--- config.mk ---
export PLATFORM = sky130hd
export DESIGN_NAME = dct_zigzag_quant
export DESIGN_NICKNAME = d
export VERILOG_FILES = /design/src/rtl/jpeg_tables_pkg.sv /design/src/rtl/quant_round_sat.sv /design/src/rtl/dct_zigzag_quant.sv
export SDC_FILE = /design/constraint.sdc
export NUM_CORES = 2
export LEC_CHECK = 0
export CORE_AREA = 10 10 403 405
export DETAILED_ROUTE_END_ITERATION = 10
export DIE_AREA = 0 0 413 415
export GPL_TIMING_DRIVEN = 0
export HOLD_SLACK_MARGIN = 0.12
export PLACE_DENSITY_LB_ADDON = 0.15
export SKIP_LAST_GASP = 1
export SYNTH_ARGS = -nofsm -noshare
export SYNTH_HDL_FRONTEND = slang
export SYNTH_HIERARCHICAL = 1
export SYNTH_SLANG_ARGS = --single-unit
export TNS_END_PERCENT = 20
--- constraint.sdc ---
create_clock -name clk -period 44.1 [get_ports clk]
set_input_delay 6.615 -clock clk [delete_from_list [all_inputs] [get_ports clk]]
set_output_delay 6.615 -clock clk [all_outputs]
set_load 0.01 [all_outputs]
--- src/rtl/jpeg_tables_pkg.sv ---
// JPEG baseline tables shared by the zigzag/quantiser stages: zigzag scan order,
// quality-50 luma/chroma reciprocals (round(65536/Q)), component codes and FSM states.
package jpeg_tables_pkg;

   localparam logic [1:0] COMP_Y  = 2'd0;
   localparam logic [1:0] COMP_CB = 2'd1;
   localparam logic [1:0] COMP_CR = 2'd2;

   typedef enum logic [1:0] {
      StIdle   = 2'd0,
      StStream = 2'd1,
      StFlush  = 2'd2
   } state_e;

   // round(65536/q) for q >= 1; q is never odd-divides-2^17 except 1, so no ties arise
   function automatic logic [16:0] rcp(input int unsigned q);
      return 17'((32'd65536 + q / 2) / q);
   endfunction

   // Zigzag index -> natural raster index
   localparam logic [5:0] ZZ_ORDER [64] = '{
       0,  1,  8, 16,  9,  2,  3, 10,
      17, 24, 32, 25, 18, 11,  4,  5,
      12, 19, 26, 33, 40, 48, 41, 34,
      27, 20, 13,  6,  7, 14, 21, 28,
      35, 42, 49, 56, 57, 50, 43, 36,
      29, 22, 15, 23, 30, 37, 44, 51,
      58, 59, 52, 45, 38, 31, 39, 46,
      53, 60, 61, 54, 47, 55, 62, 63
   };

   // Indexed by natural raster position
   localparam logic [16:0] LUMA_RECIP [64] = '{
      rcp(16), rcp(11), rcp(10), rcp(16), rcp(24),  rcp(40),  rcp(51),  rcp(61),
      rcp(12), rcp(12), rcp(14), rcp(19), rcp(26),  rcp(58),  rcp(60),  rcp(55),
      rcp(14), rcp(13), rcp(16), rcp(24), rcp(40),  rcp(57),  rcp(69),  rcp(56),
      rcp(14), rcp(17), rcp(22), rcp(29), rcp(51),  rcp(87),  rcp(80),  rcp(62),
      rcp(18), rcp(22), rcp(37), rcp(56), rcp(68),  rcp(109), rcp(103), rcp(77),
      rcp(24), rcp(35), rcp(55), rcp(64), rcp(81),  rcp(104), rcp(113), rcp(92),
      rcp(49), rcp(64), rcp(78), rcp(87), rcp(103), rcp(121), rcp(120), rcp(101),
      rcp(72), rcp(92), rcp(95), rcp(98), rcp(112), rcp(100), rcp(103), rcp(99)
   };

   localparam logic [16:0] CHROMA_RECIP [64] = '{
      rcp(17), rcp(18), rcp(24), rcp(47), rcp(99), rcp(99), rcp(99), rcp(99),
      rcp(18), rcp(21), rcp(26), rcp(66), rcp(99), rcp(99), rcp(99), rcp(99),
      rcp(24), rcp(26), rcp(56), rcp(99), rcp(99), rcp(99), rcp(99), rcp(99),
      rcp(47), rcp(66), rcp(99), rcp(99), rcp(99), rcp(99), rcp(99), rcp(99),
      rcp(99), rcp(99), rcp(99), rcp(99), rcp(99), rcp(99), rcp(99), rcp(99),
      rcp(99), rcp(99), rcp(99), rcp(99), rcp(99), rcp(99), rcp(99), rcp(99),
      rcp(99), rcp(99), rcp(99), rcp(99), rcp(99), rcp(99), rcp(99), rcp(99),
      rcp(99), rcp(99), rcp(99), rcp(99), rcp(99), rcp(99), rcp(99), rcp(99)
   };

endpackage

--- src/rtl/quant_round_sat.sv ---
// Combinational signed coefficient x unsigned reciprocal, rounded half away from zero
// and saturated to a symmetric signed range.
module quant_round_sat #(
   parameter int unsigned COEF_W     = 16,
   parameter int unsigned RECIP_W    = 17,
   parameter int unsigned RECIP_FRAC = 16,
   parameter int unsigned QUANT_W    = 12
) (
   input  logic [COEF_W-1:0]  coef_i,
   input  logic [RECIP_W-1:0] recip_i,
   output logic [QUANT_W-1:0] quant_o
);

   localparam int unsigned PROD_W = COEF_W + RECIP_W;
   localparam int unsigned MAG_W  = PROD_W - RECIP_FRAC;
   localparam logic [MAG_W-1:0] MAX_MAG = MAG_W'(2 ** (QUANT_W - 1) - 1);

   logic                neg;
   logic [COEF_W-1:0]   abs_c;
   logic [PROD_W-1:0]   prod;
   logic [PROD_W-1:0]   rounded;
   logic [MAG_W-1:0]    mag;
   logic [QUANT_W-1:0]  sat;

   always_comb begin
      neg     = coef_i[COEF_W-1];
      // Unsigned magnitude: the most negative input maps to 2^(COEF_W-1) without overflow
      abs_c   = neg ? (~coef_i + 1'b1) : coef_i;
      prod    = PROD_W'(abs_c) * PROD_W'(recip_i);
      rounded = prod + (PROD_W'(1) << (RECIP_FRAC - 1));
      mag     = rounded[PROD_W-1:RECIP_FRAC];
      sat     = (mag > MAX_MAG) ? QUANT_W'(MAX_MAG) : mag[QUANT_W-1:0];
      quant_o = neg ? (~sat + 1'b1) : sat;
   end

endmodule

--- src/rtl/dct_zigzag_quant.sv ---
// Takes one 8x8 block of DCT coefficients in parallel and streams the quantised
// coefficients one per beat in zigzag order, with a last flag on index 63.
module dct_zigzag_quant
   import jpeg_tables_pkg::*;
#(
   parameter int unsigned COEF_W      = 16,
   parameter int unsigned PIXEL_COUNT = 64,
   parameter int unsigned RECIP_W     = 17,
   parameter int unsigned RECIP_FRAC  = 16,
   parameter int unsigned QUANT_W     = 12
) (
   input  logic                          clk,
   input  logic                          rst,
   input  logic                          in_valid,
   output logic                          in_ready,
   input  logic [PIXEL_COUNT*COEF_W-1:0] in_data,
   input  logic [1:0]                    in_component,
   output logic                          out_valid,
   input  logic                          out_ready,
   output logic [QUANT_W-1:0]            out_coef,
   output logic [5:0]                    out_index,
   output logic                          out_last,
   output logic [1:0]                    out_component
);

   localparam int unsigned BLOCK_W = PIXEL_COUNT * COEF_W;

   state_e               state_q, state_d;
   logic [BLOCK_W-1:0]   block_q, block_d;
   logic [1:0]           comp_q, comp_d;
   logic [5:0]           k_q, k_d;
   logic                 out_valid_q, out_valid_d;
   logic [QUANT_W-1:0]   out_coef_q, out_coef_d;
   logic [5:0]           out_index_q, out_index_d;
   logic                 out_last_q, out_last_d;
   logic [1:0]           out_component_q, out_component_d;

   logic [5:0]           zz;
   logic [COEF_W-1:0]    coef_sel;
   logic [RECIP_W-1:0]   recip;
   logic                 is_chroma;
   logic                 load;
   logic [QUANT_W-1:0]   quant;

   always_comb begin
      zz        = ZZ_ORDER[k_q];
      coef_sel  = block_q[32'(zz) * COEF_W +: COEF_W];
      is_chroma = (comp_q == COMP_CB) || (comp_q == COMP_CR);
      recip     = RECIP_W'(is_chroma ? CHROMA_RECIP[zz] : LUMA_RECIP[zz]);
      load      = (state_q == StStream) && (!out_valid_q || out_ready);
   end

   quant_round_sat #(
      .COEF_W    (COEF_W),
      .RECIP_W   (RECIP_W),
      .RECIP_FRAC(RECIP_FRAC),
      .QUANT_W   (QUANT_W)
   ) u_quant (
      .coef_i (coef_sel),
      .recip_i(recip),
      .quant_o(quant)
   );

   always_comb begin
      state_d         = state_q;
      block_d         = block_q;
      comp_d          = comp_q;
      k_d             = k_q;
      out_valid_d     = out_valid_q;
      out_coef_d      = out_coef_q;
      out_index_d     = out_index_q;
      out_last_d      = out_last_q;
      out_component_d = out_component_q;
      unique case (state_q)
         StIdle: begin
            if (in_valid) begin
               block_d = in_data;
               comp_d  = in_component;
               k_d     = '0;
               state_d = StStream;
            end
         end
         StStream: begin
            if (load) begin
               out_valid_d     = 1'b1;
               out_coef_d      = quant;
               out_index_d     = k_q;
               out_last_d      = (k_q == 6'd63);
               out_component_d = comp_q;
               k_d             = k_q + 6'd1;
               if (k_q == 6'd63) state_d = StFlush;
            end
         end
         StFlush: begin
            // Register holds only the final beat here; its acceptance ends the block
            if (out_valid_q && out_ready && out_last_q) begin
               out_valid_d = 1'b0;
               state_d     = StIdle;
            end
         end
         default: state_d = StIdle;
      endcase
   end

   always_ff @(posedge clk) begin
      if (rst) begin
         state_q         <= StIdle;
         comp_q          <= '0;
         k_q             <= '0;
         out_valid_q     <= 1'b0;
         out_coef_q      <= '0;
         out_index_q     <= '0;
         out_last_q      <= 1'b0;
         out_component_q <= '0;
      end else begin
         state_q         <= state_d;
         comp_q          <= comp_d;
         k_q             <= k_d;
         out_valid_q     <= out_valid_d;
         out_coef_q      <= out_coef_d;
         out_index_q     <= out_index_d;
         out_last_q      <= out_last_d;
         out_component_q <= out_component_d;
      end
   end

   // Block payload needs no reset: it is always written before being read
   always_ff @(posedge clk) begin
      block_q <= block_d;
   end

   assign in_ready      = (state_q == StIdle);
   assign out_valid     = out_valid_q;
   assign out_coef      = out_coef_q;
   assign out_index     = out_index_q;
   assign out_last      = out_last_q;
   assign out_component = out_component_q;

endmodule

==> metrics.csv <==
metric,value,unit
ir_drop,0.000195,V
r2r_start,k_q[0],
fin_crit,16.87,ns
cts_max_level,3,
num_rows,144,
maxCapViolations,1,
netlist_area,54400,um^2
hold_buffers,0,
area_growth,32.3,%
route.detailed.drc,0,
clock-sinks,1056,
ys_warn_count,6,
p_seq_frac,0.244,
clkPwrFrac,0.195,
start_util,0.354,
maxSlewViolCount,7,
rsz0062_at_grt,false,
r2r-end,out_coef[8],
fin_worst_skew,0.107,ns
antenna_found_initial,170,
cts_made_buffers,118,
p_switching,2.23,mW
cts-root-buf,clkbuf_16,
fin_util,0.468,
dp_cells,7742,
grt_pass1_wl,399000,um
tritoncts,built,
cp-start-kind,flip-flop,
synthArstFlopShare,0,
setup.worst_path.end,out_coef[8],
max_freq,59.3,MHz
fp.dieH,415,um
grt_max_degree,69,
core,154000,um^2
yosysUniqueCellTypes,100,
yosysSeqAreaShare,0.577,
syn_inst,4599,
track_usage,0.344,
min_period_over_period,0.383,
path_max_fanout,10,
cpPeakStageDelay,1.13,ns
vias_per_cell,5.64,
die_area,171000,um^2
portBuffers,1052,
hold_viol,0,
avgRoutedWirePerCell,38.0,um
p_int,2.65,mW
worst_path_max_delay_cell,xnor2_1,
layout_setup_ws,27.23,ns
total_power,4.88,mW
power.density,67.8,nW/um^2
p_leak,27.3,nW
post_cts_buffers,0,
grt_overflow_total,0,
ant_nets,0,
cp.arrival,17.50,ns
synth_edf_count,1024,
path_common_cell,fa_1,
critPathTopFamily,buffers and inverters,
num_vias,45430,
grt_pass1_vias,44440,
first_pass_iters,5,
die_w,413,um
clk_latency,0.81,ns
place_ws,27.84,ns
max_slew_margin,-0.0211,
ys.flop_type,edfxtp_1,
fin_nets,7199,
r2r_slack,27.23,ns
synth.avg_cell_area,11.8,um^2
clkSlewWorstSetupHoldPaths,0.06,ns
ctsResizeCount,0,
comb_power_share,0.562,
place_congestion,0.990,
violations,"capacitance limit, slew limit",
path_buf_inv,13,
reg2reg_depth,46,
setup_viol,0,
ios,1053,
setup.worst_path.end_class,flip-flop,
path_class,reg2reg,
swShare,0.458,
drive_gt1_frac,0.0684,
dp_hpwl,245000,um
path_depth,46,
final_cells,8060,
required,44.74,ns
synth_seq_cells,1056,
tightest_slew,1.53,ns
clk_path_buf_depth,3,
routed_wl,306000,um
first_iter_violations,6340,
hold_slack,0.456,ns
outcome,finished with violations,
holdCritPathClass,reg2reg,
setup.worst_path.start,k_q[0],
how the worst min path moves through the flow:
stage | startpoint | end | depth (start not counted)
floorplan | comp_q[1] | out_component[1] | 2
global placement | out_coef[11] | out_coef[11] | 2
detailed placement | out_component[0] | out_component[0] | 2
CTS | out_coef[9] | out_coef[9] | 2
global route | out_coef[7] | out_coef[7] | 2
finish | out_coef[9] | out_coef[9] | 2
cells in the mapped netlist (14+ instances only):
cell	instances	area [um^2]
buf_4	43	323
fa_1	207	4140
and3_1	53	332
nor2_1	86	323
mux2i_1	148	1480
mux2_2	16	180
dfxtp_1	32	641
o211ai_1	26	195
ha_1	143	1790
nor2b_1	45	282
nand2b_1	19	119
buf_2	115	576
nand4_1	22	138
edfxtp_1	1024	30700
nand3_1	386	1930
a311oi_1	63	552
o22ai_1	24	150
xnor2_1	21	184
a31oi_1	44	275
and2_1	116	726
clkbuf_1	113	424
a221oi_1	20	175
nand2_1	1009	3790
nor3_1	24	120
a21oi_1	151	756
inv_1	264	991
o21ai_0	77	385
a211oi_1	25	188
o31ai_1	14	105
cells by family (layout without fill, tap and decap cells):
family	count (synthesis)	in the layout	share of synthesized area
buffers and inverters	557	1854	0.0457
muxes	170	170	0.0329
xor gates and xnor gates	31	31	0.00499
AOI/OAI and AO/OA	615	615	0.0792
DFF	1056	1056	0.577
adders and majority gates	350	350	0.109
and+or+nand+nor	1819	1819	0.151
other	1	121	0.0000689
area by class of cell:
type / instances / area, um^2
diodes: 93 / 233
plain buffers: 290 / 1490
clock buffers: 150 / 3070
clock inverters: 74 / 572
fillers: 14339 / 81900
inverters: 267 / 1000
multi-input cells: 3013 / 20600
flip-flops and latches: 1056 / 31400
well taps: 2044 / 2560
repair buffers: 1073 / 11000
per-layer routing:
layer,up-vias,GRT usage,routed length [um]
met4,62,0.200,20300
met1,22703,0.404,111000
met5,-,0,398
met2,2843,0.556,144000
met3,793,0.100,29400
li1,19029,-,-
per-stage QoR:
step	setup TNS (ns)	cell area [um^2]
3_5_place_dp	0	68100
6_report	0	72000
5_1_grt	0	71900
4_1_cts	0	71700
3_3_place_gp	-5127.41	67600
2_1_floorplan	0	54500
registers in the layout, indices dropped and copies added (netlist names):
name and flops:
k_q 6, out_component 2, state_q 2, out_coef 12
out_index 6, out_last 1, block_q 1024, out_valid 1
comp_q 2
worst reg2reg max path: cells and delay by family, from the launching register on:
kind	cells	cell delay (ns)
flip-flops	1	0.58
buffers and inverters	13	4.12
AO/OA/AOI/OAI	11	3.14
XOR/XNOR	1	1.13
adder cells (fa/ha/maj)	9	3.88
AND/OR/NAND/NOR	12	3.96
power groups by stage:
stage / registers (mW) / logic (mW) / clock network, mW
global placement: 1.32 / 2.67 / 0
floorplan: 1.28 / 1.86 / 0
finish: 1.19 / 2.74 / 0.950
detailed placement: 1.21 / 2.69 / 0
CTS: 1.19 / 2.71 / 0.957
global route: 1.19 / 3.06 / 0.993
placed cells by master, fill, tap and decap left out, types with 86 or more instances in the layout:
master	Yosys	layout
inv_1	264	264
a21oi_1	151	151
nand3_1	386	386
clkbuf_16	0	118
edfxtp_1	1024	1024
mux2i_1	148	148
clkdlybuf4s50_1	0	1052
and2_1	116	116
ha_1	143	143
clkbuf_1	113	144
diode_2	0	93
nor2_1	86	86
nand2_1	1009	1009
fa_1	207	207
buf_2	115	116
(Power assumes the default switching activity.)
